### config.mk
export PLATFORM = sky130hd
export DESIGN_NAME = dmem_arbiter_flat
export DESIGN_NICKNAME = d
export VERILOG_FILES = /design/src/rtl/dmem_arbiter_if.sv /design/src/rtl/dmem_arbiter.sv /design/src/flat_wrapper.sv
export SDC_FILE = /design/constraint.sdc
export NUM_CORES = 1
export LEC_CHECK = 0
export BUFFER_PORTS_ARGS = -buffer_cell sky130_fd_sc_hd__buf_2
export CAP_MARGIN = 25
export CORE_ASPECT_RATIO = 0.8
export CORE_MARGIN = 8
export CORE_UTILIZATION = 40
export DETAILED_ROUTE_END_ITERATION = 6
export PLACE_DENSITY = 0.79
export SYNTH_ARGS = -nofsm -noshare
export SYNTH_HDL_FRONTEND = slang
export SYNTH_SLANG_ARGS = --single-unit
### constraint.sdc
create_clock -name clk -period 5 [get_ports clk]
set_input_delay 0.5 -clock clk [delete_from_list [all_inputs] [get_ports clk]]
set_output_delay 0.5 -clock clk [all_outputs]
set_load 0.01 [all_outputs]
### src/rtl/dmem_arbiter_if.sv
// Bus bundle for the data-memory arbiter: two requester ports plus the memory port.
// The slave modport is the arbiter's view. The master modport is the requester/memory side.
interface dmem_arbiter_if #(
  parameter int unsigned AW = 32,
  parameter int unsigned DW = 32
);
  // Requester 0 (core load/store path)
  logic          req0;
  logic          we0;
  logic [AW-1:0] addr0;
  logic [DW-1:0] wdata0;
  logic          gnt0;
  logic          rvalid0;
  logic [DW-1:0] rdata0;

  // Requester 1 (debug/loader port)
  logic          req1;
  logic          we1;
  logic [AW-1:0] addr1;
  logic [DW-1:0] wdata1;
  logic          lock1;
  logic          gnt1;
  logic          rvalid1;
  logic [DW-1:0] rdata1;

  // Data memory port
  logic          mem_wren;
  logic [AW-1:0] mem_addr;
  logic [DW-1:0] mem_wdata;
  logic [DW-1:0] mem_rdata;

  modport slave (
    input  req0, we0, addr0, wdata0,
    input  req1, we1, addr1, wdata1, lock1,
    input  mem_rdata,
    output gnt0, rvalid0, rdata0,
    output gnt1, rvalid1, rdata1,
    output mem_wren, mem_addr, mem_wdata
  );

  modport master (
    output req0, we0, addr0, wdata0,
    output req1, we1, addr1, wdata1, lock1,
    output mem_rdata,
    input  gnt0, rvalid0, rdata0,
    input  gnt1, rvalid1, rdata1,
    input  mem_wren, mem_addr, mem_wdata
  );
endinterface

### src/rtl/dmem_arbiter.sv
// Round-robin arbiter sharing one registered-read data memory port between the core (req 0)
// and a debug/loader port (req 1) that may lock the port for bounded bursts.
module dmem_arbiter #(
  parameter int unsigned AW       = 32,
  parameter int unsigned DW       = 32,
  parameter int unsigned LOCK_MAX = 16
) (
  input logic           clk,
  input logic           reset,
  dmem_arbiter_if.slave bus
);

  localparam int unsigned CW = (LOCK_MAX < 2) ? 1 : $clog2(LOCK_MAX + 1);
  localparam logic [CW-1:0] LockMax = CW'(LOCK_MAX);
  localparam logic [CW-1:0] CntOne  = CW'(1);

  typedef enum logic [0:0] {StRr, StLocked} state_e;

  state_e        state_q, state_d;
  logic          last_q, last_d;
  logic [CW-1:0] lock_cnt_q, lock_cnt_d;
  logic          rd_pend_q, rd_pend_d;
  logic          rd_owner_q, rd_owner_d;
  logic [DW-1:0] rdata0_q, rdata0_d;
  logic [DW-1:0] rdata1_q, rdata1_d;

  logic          gnt0, gnt1;
  logic          rr_last;
  logic          lock_limit;
  logic          rvalid0, rvalid1;

  // Grant decode and arbitration state
  always_comb begin
    gnt0       = 1'b0;
    gnt1       = 1'b0;
    state_d    = state_q;
    last_d     = last_q;
    lock_cnt_d = lock_cnt_q;
    rr_last    = last_q;
    lock_limit = (LOCK_MAX != 0) && (lock_cnt_q >= LockMax);

    if (state_q == StLocked && bus.lock1) begin
      // Past the limit requester 1 keeps the port only while requester 0 is idle.
      if (lock_limit && bus.req0) begin
        gnt0       = 1'b1;
        state_d    = StRr;
        lock_cnt_d = '0;
      end else if (bus.req1) begin
        gnt1 = 1'b1;
        if (!lock_limit) begin
          lock_cnt_d = lock_cnt_q + CntOne;
        end
      end
    end else begin
      // Leaving a lock arbitrates as if requester 1 just won.
      rr_last = (state_q == StLocked) ? 1'b1 : last_q;
      if (bus.req0 && (!bus.req1 || rr_last)) begin
        gnt0 = 1'b1;
      end else if (bus.req1) begin
        gnt1 = 1'b1;
      end
      state_d    = StRr;
      lock_cnt_d = '0;
      if (gnt1 && bus.lock1) begin
        state_d    = StLocked;
        lock_cnt_d = CntOne;
      end
    end

    if (reset) begin
      gnt0 = 1'b0;
      gnt1 = 1'b0;
    end

    if (gnt0) begin
      last_d = 1'b0;
    end else if (gnt1) begin
      last_d = 1'b1;
    end
  end

  // Read-return tracking: a single outstanding read, returned the cycle after its grant
  always_comb begin
    rd_pend_d  = (gnt0 && !bus.we0) || (gnt1 && !bus.we1);
    rd_owner_d = rd_pend_d ? gnt1 : rd_owner_q;
    rvalid0    = rd_pend_q && !rd_owner_q;
    rvalid1    = rd_pend_q && rd_owner_q;
    rdata0_d   = rvalid0 ? bus.mem_rdata : rdata0_q;
    rdata1_d   = rvalid1 ? bus.mem_rdata : rdata1_q;
  end

  always_ff @(posedge clk or posedge reset) begin
    if (reset) begin
      state_q    <= StRr;
      last_q     <= 1'b1;
      lock_cnt_q <= '0;
      rd_pend_q  <= 1'b0;
      rd_owner_q <= 1'b0;
      rdata0_q   <= '0;
      rdata1_q   <= '0;
    end else begin
      state_q    <= state_d;
      last_q     <= last_d;
      lock_cnt_q <= lock_cnt_d;
      rd_pend_q  <= rd_pend_d;
      rd_owner_q <= rd_owner_d;
      rdata0_q   <= rdata0_d;
      rdata1_q   <= rdata1_d;
    end
  end

  assign bus.gnt0      = gnt0;
  assign bus.gnt1      = gnt1;
  assign bus.rvalid0   = rvalid0;
  assign bus.rvalid1   = rvalid1;
  assign bus.rdata0    = rdata0_d;
  assign bus.rdata1    = rdata1_d;
  assign bus.mem_wren  = gnt0 ? bus.we0    : (gnt1 ? bus.we1    : 1'b0);
  assign bus.mem_addr  = gnt0 ? bus.addr0  : (gnt1 ? bus.addr1  : '0);
  assign bus.mem_wdata = gnt0 ? bus.wdata0 : (gnt1 ? bus.wdata1 : '0);

endmodule

### src/flat_wrapper.sv
// flat-port wrapper written by rule: the top's interface ports become plain ports
module dmem_arbiter_flat 
#(
  parameter int unsigned AW       = 32,
  parameter int unsigned DW       = 32,
  parameter int unsigned LOCK_MAX = 16
)
  (clk, reset, bus_req0, bus_we0, bus_addr0, bus_wdata0, bus_req1, bus_we1, bus_addr1, bus_wdata1, bus_lock1, bus_mem_rdata, bus_gnt0, bus_rvalid0, bus_rdata0, bus_gnt1, bus_rvalid1, bus_rdata1, bus_mem_wren, bus_mem_addr, bus_mem_wdata);
  dmem_arbiter_if #(.AW(AW), .DW(DW)) bus_i ();
  input logic clk;
  input logic reset;
  input wire logic [$bits(bus_i.req0)-1:0] bus_req0;
  input wire logic [$bits(bus_i.we0)-1:0] bus_we0;
  input wire logic [$bits(bus_i.addr0)-1:0] bus_addr0;
  input wire logic [$bits(bus_i.wdata0)-1:0] bus_wdata0;
  input wire logic [$bits(bus_i.req1)-1:0] bus_req1;
  input wire logic [$bits(bus_i.we1)-1:0] bus_we1;
  input wire logic [$bits(bus_i.addr1)-1:0] bus_addr1;
  input wire logic [$bits(bus_i.wdata1)-1:0] bus_wdata1;
  input wire logic [$bits(bus_i.lock1)-1:0] bus_lock1;
  input wire logic [$bits(bus_i.mem_rdata)-1:0] bus_mem_rdata;
  output wire logic [$bits(bus_i.gnt0)-1:0] bus_gnt0;
  output wire logic [$bits(bus_i.rvalid0)-1:0] bus_rvalid0;
  output wire logic [$bits(bus_i.rdata0)-1:0] bus_rdata0;
  output wire logic [$bits(bus_i.gnt1)-1:0] bus_gnt1;
  output wire logic [$bits(bus_i.rvalid1)-1:0] bus_rvalid1;
  output wire logic [$bits(bus_i.rdata1)-1:0] bus_rdata1;
  output wire logic [$bits(bus_i.mem_wren)-1:0] bus_mem_wren;
  output wire logic [$bits(bus_i.mem_addr)-1:0] bus_mem_addr;
  output wire logic [$bits(bus_i.mem_wdata)-1:0] bus_mem_wdata;
  assign bus_i.req0 = bus_req0;
  assign bus_i.we0 = bus_we0;
  assign bus_i.addr0 = bus_addr0;
  assign bus_i.wdata0 = bus_wdata0;
  assign bus_i.req1 = bus_req1;
  assign bus_i.we1 = bus_we1;
  assign bus_i.addr1 = bus_addr1;
  assign bus_i.wdata1 = bus_wdata1;
  assign bus_i.lock1 = bus_lock1;
  assign bus_i.mem_rdata = bus_mem_rdata;
  assign bus_gnt0 = bus_i.gnt0;
  assign bus_rvalid0 = bus_i.rvalid0;
  assign bus_rdata0 = bus_i.rdata0;
  assign bus_gnt1 = bus_i.gnt1;
  assign bus_rvalid1 = bus_i.rvalid1;
  assign bus_rdata1 = bus_i.rdata1;
  assign bus_mem_wren = bus_i.mem_wren;
  assign bus_mem_addr = bus_i.mem_addr;
  assign bus_mem_wdata = bus_i.mem_wdata;
  dmem_arbiter #(.AW(AW), .DW(DW), .LOCK_MAX(LOCK_MAX)) u_core (.clk(clk), .reset(reset), .bus(bus_i));
endmodule
Yosys cells after proc, flatten, opt, wreduce, memory -nomap -nowiden
Index checks and enable logic that the tools add are counted.
{"block": "totals", "ff_bits": 73, "inputBits": 167, "word_cells": 57}
{"block": "op_classes", "addsub": 1, "n_lt_le_gt_ge": 1, "eq_ne": 3, "muxes": 29, "reduce_logical": 16}
{"operator": "2-to-1 mux 32 bit", "count": 6}
{"operator": "2-to-1 mux 5 bit", "count": 4}
{"operator": "2-to-1 mux 1 bit", "count": 19}
{"operator": "logical AND 1 bit", "count": 8}
{"operator": "!= test 3 bit, second input constant", "count": 2}
{"operator": "adder 5 x 1 -> 5 bit, second input constant", "count": 1}
{"operator": ">= comparator 5 bit, second input constant", "count": 1}
{"operator": "logical NOT 1 bit", "count": 4}
{"operator": "logical OR 1 bit", "count": 2}
{"operator": "!= test 2 bit, second input constant", "count": 1}
{"operator": "AND reduction 2 bit", "count": 1}
{"operator": "nonzero test 2 bit", "count": 1}

Logic depth before layout (Yosys ltp)
{"block": "depth", "depth_word": 9, "mapped_depth": 6, "mapped_depth_nobuf": 4}

Worst setup path before layout
OpenSTA, ideal clock, no wires.
{"block": "synth_timing", "path_type": "input port to output port", "from": "input port reset", "to": "output port bus_mem_addr[22]", "arrival_ns": 3.439, "required_ns": 4.500, "setup_slack_ns": 1.061, "path_stages": 5, "path_cell_list": "buf_2 inv_1 clkbuf_1 nand2_1 o32ai_1"}
{"block": "synth_via", "elab_chain_cells": 3}
{"element": "from (decl)", "line_no": "flat_wrapper.sv:11", "source": "input logic reset;"}
{"element": "2-to-1 mux 1 bit", "line_no": "dmem_arbiter.sv:70", "source": "if (reset) begin"}
{"element": "2-to-1 mux 32 bit", "line_no": "dmem_arbiter.sv:119", "source": "assign bus.mem_addr = gnt0 ? bus.addr0 : (gnt1 ? bus.addr1 : '0);"}
{"element": "2-to-1 mux 32 bit (*)", "line_no": "dmem_arbiter.sv:119"}
{"element": "to (decl)", "line_no": "flat_wrapper.sv:29", "source": "output wire logic [$bits(bus_i.mem_addr)-1:0] bus_mem_addr;"}
Every way passes the cells marked *; elsewhere a longest branch is shown, timed or not.

Worst setup path in the final report
{"block": "layout_timing", "from": "register u_core.rd_owner_q", "to": "output port bus_rdata0[0]"}
{"block": "layout_via", "elab_chain_cells": 3}
{"element": "from (decl)", "line_no": "dmem_arbiter.sv:23", "source": "logic rd_owner_q, rd_owner_d;"}
{"element": "from (signal assigned)", "line_no": "dmem_arbiter.sv:106", "source": "rd_owner_q <= rd_owner_d;"}
{"element": "logical NOT 1 bit", "line_no": "dmem_arbiter.sv:86", "source": "rvalid0 = rd_pend_q && !rd_owner_q;"}
{"element": "logical AND 1 bit", "line_no": "dmem_arbiter.sv:86"}
{"element": "2-to-1 mux 32 bit", "line_no": "dmem_arbiter.sv:88", "source": "rdata0_d = rvalid0 ? bus.mem_rdata : rdata0_q;"}
{"element": "to (decl)", "line_no": "flat_wrapper.sv:24", "source": "output wire logic [$bits(bus_i.rdata0)-1:0] bus_rdata0;"}
Every way passes these cells.

==> impl_results.md <==
* Status: complete, no violations
* R2r setup slk at 3.19 ns
* Overall power of the completed layout at 2.46 mW
* Maximum count of clock buffers along a single path at 2
* Final worst setup slack at 2.34 ns
* Starting density of the core at 0.404
* Synth Net Count at 580
* Worst path depth at 3
* FF-to-FF End: u_core.rdata0_q[0]
* Layout Area Growth over Synthesis at 44.9%
* Launch point of the worst reg-to-reg path: u_core.rd_owner_q
* Worst-path cell chain: nor2b_4, mux2_2, buf_2
* Placed Instance Area at 0.00561 sq mm
* Boundary pin count at 300
* Number of enable flip-flop cells after synthesis at 0
* Number of endpoints with negative hold slack in the final report at 0
* Number of cells on the worst reg-to-reg path at 2
* Final Wtd Congestion at 0.880
* Worst slew margin relative to its limit at 0.333
* Final period demand of the worst path at 2.66 ns
* Actual transition at the worst max-transition pin at 0.998 ns
* GRT Util Overall at 0.209
* Full die area at 0.0137 sq mm
* Leakage dissipation at 3.21 nW
* Max capacitance violation total at 0
* Slowest cell on crit path: nor2b_4
* TritonCTS clock tree: yes
* Post-Layout Cell Count at 838
* Final Net Count at 860
* Antenna-violating nets left at 0
* Final setup vio count at 0
* Hold slack final at 0.374 ns
* Die boundary width at 129 microns
* Clock Pin Slew Worst Setup and Hold Paths at 0.06 ns
* Asr flop ratio synth at 1.00
* Cell area after technology mapping at 0.00409 sq mm
* Cell type with the highest aggregate area in the netlist: dfrtp_1
* Max-slew violation count at 0
* Num CTS Buffers at 9
* Ranking of synthesized cells by area: dfrtp_1 44%, mux2_2 18%, o32ai_1 14%, nand2_1 6.5%, inv_1 6.3%
* Arrival time reported for the critical path endpoint at 2.16 ns
* RSZ-0062 raised after global routing: no
* Via count at 4,263
* Netlist cell types at 31
* CTS sink cnt at 73
* Worst Setup End Kind: output pin
* Setup repair bufs after CTS at 0
* Fraction of the yosys area taken by sequential cells at 0.447
* Filler Cells Inserted at 857
* Count of state elements after synthesis at 73
* Max Fclk at 376 MHz
* Die Y at 106 microns
* Post-synthesis instance total at 411
* Total overflow reported by the global router at 0
* Type of the worst setup path: register to output pin
* Type of the worst min-delay path: input port to asynchronous set/reset pin
* Critical path destination: bus_rdata0[0]
* Maximum number of pins on one net before global-route repair at 85
* Placed Instances at 819
* Clock root buffer: clkbuf_16
* Area of the placeable core at 0.0101 sq mm
* Most used flip-flop cell after synthesis: dfrtp_1
* Worst skew pair latency at 0.32 ns
* Post-CTS Hold Fix Bufs at 0
* Most frequent cells in the layout: 299 x buf_2, 72 x dfrtp_1, 71 x nand2_1
* Via count of the first global-routing pass at 4,404
* Post-detailed-route wirelength per cell at 18.3 microns
* Pwr/cell area at 415 mW/mm^2
* Setup Skew at 0.00854 ns
* First-pass GRT wire length at 23,000 microns
* DRT Wirelength at 15,400 microns
* Count of warnings emitted by yosys at 0
* Via density at 5.09
* Number of buffer and inverter stages on the critical path at 1
* Startpoint Class: register
* Quantity of gates resized following cts at 0
* Most common library cell in the layout ignoring fill and taps: buf_2
* VDD IR-drop max at 0.182 mV
* Fraction of synthesized cell area taken by the top area cell type at 0.441
* Kind of cell adding the most delay to the critical path: simple AND/OR/NAND/NOR gates
* Standard-cell row count at 33
* Clock H-tree levels at 3
* Setup TNS at 0 ns
* Finished Core Util at 0.585
* Antenna violations before repair at 2
* HPWL after DPL at 11,900 microns
* First DRT Iteration DRCs at 296
* Number of detailed-route iterations in the first pass at 7
* Largest incremental delay on the critical path at 0.79 ns
* Share of post-route cells with drive strength above 1 at 0.563
* Mean area per synthesized cell at 9.94 sq um
* Launch point of the worst path: u_core.rd_owner_q
* Crit Path Max Fanout at 33
* DRC violation count after routing at 0
* Final Cell Area at 0.00592 sq mm
* Count of buffers from port buffering at 299
* Final critical-path share of the clock period at 0.532
* Pre-CTS setup slack at 2.38 ns
* Critical path required time at 4.50 ns
==> worst min-delay path by stage <==
stage                              from                  end  slack (ns)  cells after the start
CTS                               reset  u_core.rdata1_q[24]        0.37                      2
global placement    u_core.rdata1_q[22]  u_core.rdata1_q[22]        0.48                      1
detailed placement  u_core.rdata1_q[13]  u_core.rdata1_q[13]        0.48                      1
floorplan            u_core.rdata1_q[0]   u_core.rdata1_q[0]        0.51                      1
global route                    bus_we1     u_core.rd_pend_q        0.40                      2
finish                            reset  u_core.rdata1_q[29]        0.37                      2
==> sequential cells by signal, indices dropped and copies added, names as in the netlist <==
name and count:
u_core.rdata0_q 32, u_core.rdata1_q 32, u_core.lock_cnt_q 5, u_core.last_q 1
u_core.rd_owner_q 1, u_core.rd_pend_q 1, u_core.state_q 1
==> layout make-up <==
type	count	area (sq um)	share of cell area
antenna	2	5.00	0.000845
clock buffer	11	243	0.0410
clock inverter	5	38.8	0.00655
inverter	70	265	0.0448
multi-input combinational	232	1810	0.306
sequential	73	1830	0.309
tap	140	175	0.0296
timing repair buffer	305	1550	0.262
==> cell families after synthesis <==
| logic type | share of synthesized area |
|---|---|
| buf+inv | 0.111 |
| simple gates | 0.0885 |
| flops | 0.447 |
| xor+xnor | 0.00214 |
| mux | 0.176 |
| compound gates | 0.168 |
| fa+ha+maj | 0.00612 |
==> cells in the mapped netlist (2+ instances only) <==
| library cell | count |
|---|---|
| dfrtp_1 | 72 |
| o32ai_1 | 66 |
| a21o_1 | 2 |
| nor2b_1 | 3 |
| nand3b_1 | 2 |
| nor2_1 | 3 |
| mux2_2 | 64 |
| ha_1 | 2 |
| nand2_1 | 71 |
| inv_1 | 69 |
| buf_2 | 15 |
| buf_6 | 5 |
| clkbuf_1 | 16 |
| a21oi_1 | 2 |
| o21ai_0 | 3 |
==> power by group <==
group / switching, mW / total, mW / internal [mW]
logic: 0.524 / 0.978 / 0.454
registers: 0.0657 / 0.884 / 0.818
clock network: 0.245 / 0.597 / 0.352
total: 0.834 / 2.46 / 1.62
==> layer usage <==
layer  up-vias  GRT usage  wire (microns)
li1       1993          -               -
met1      2041      0.247            5900
met2       214      0.357            7880
met3        15     0.0580            1420
met4         0     0.0703             154
met5         -          0               0
No activity file was read; power rests on OpenSTA's default activity.
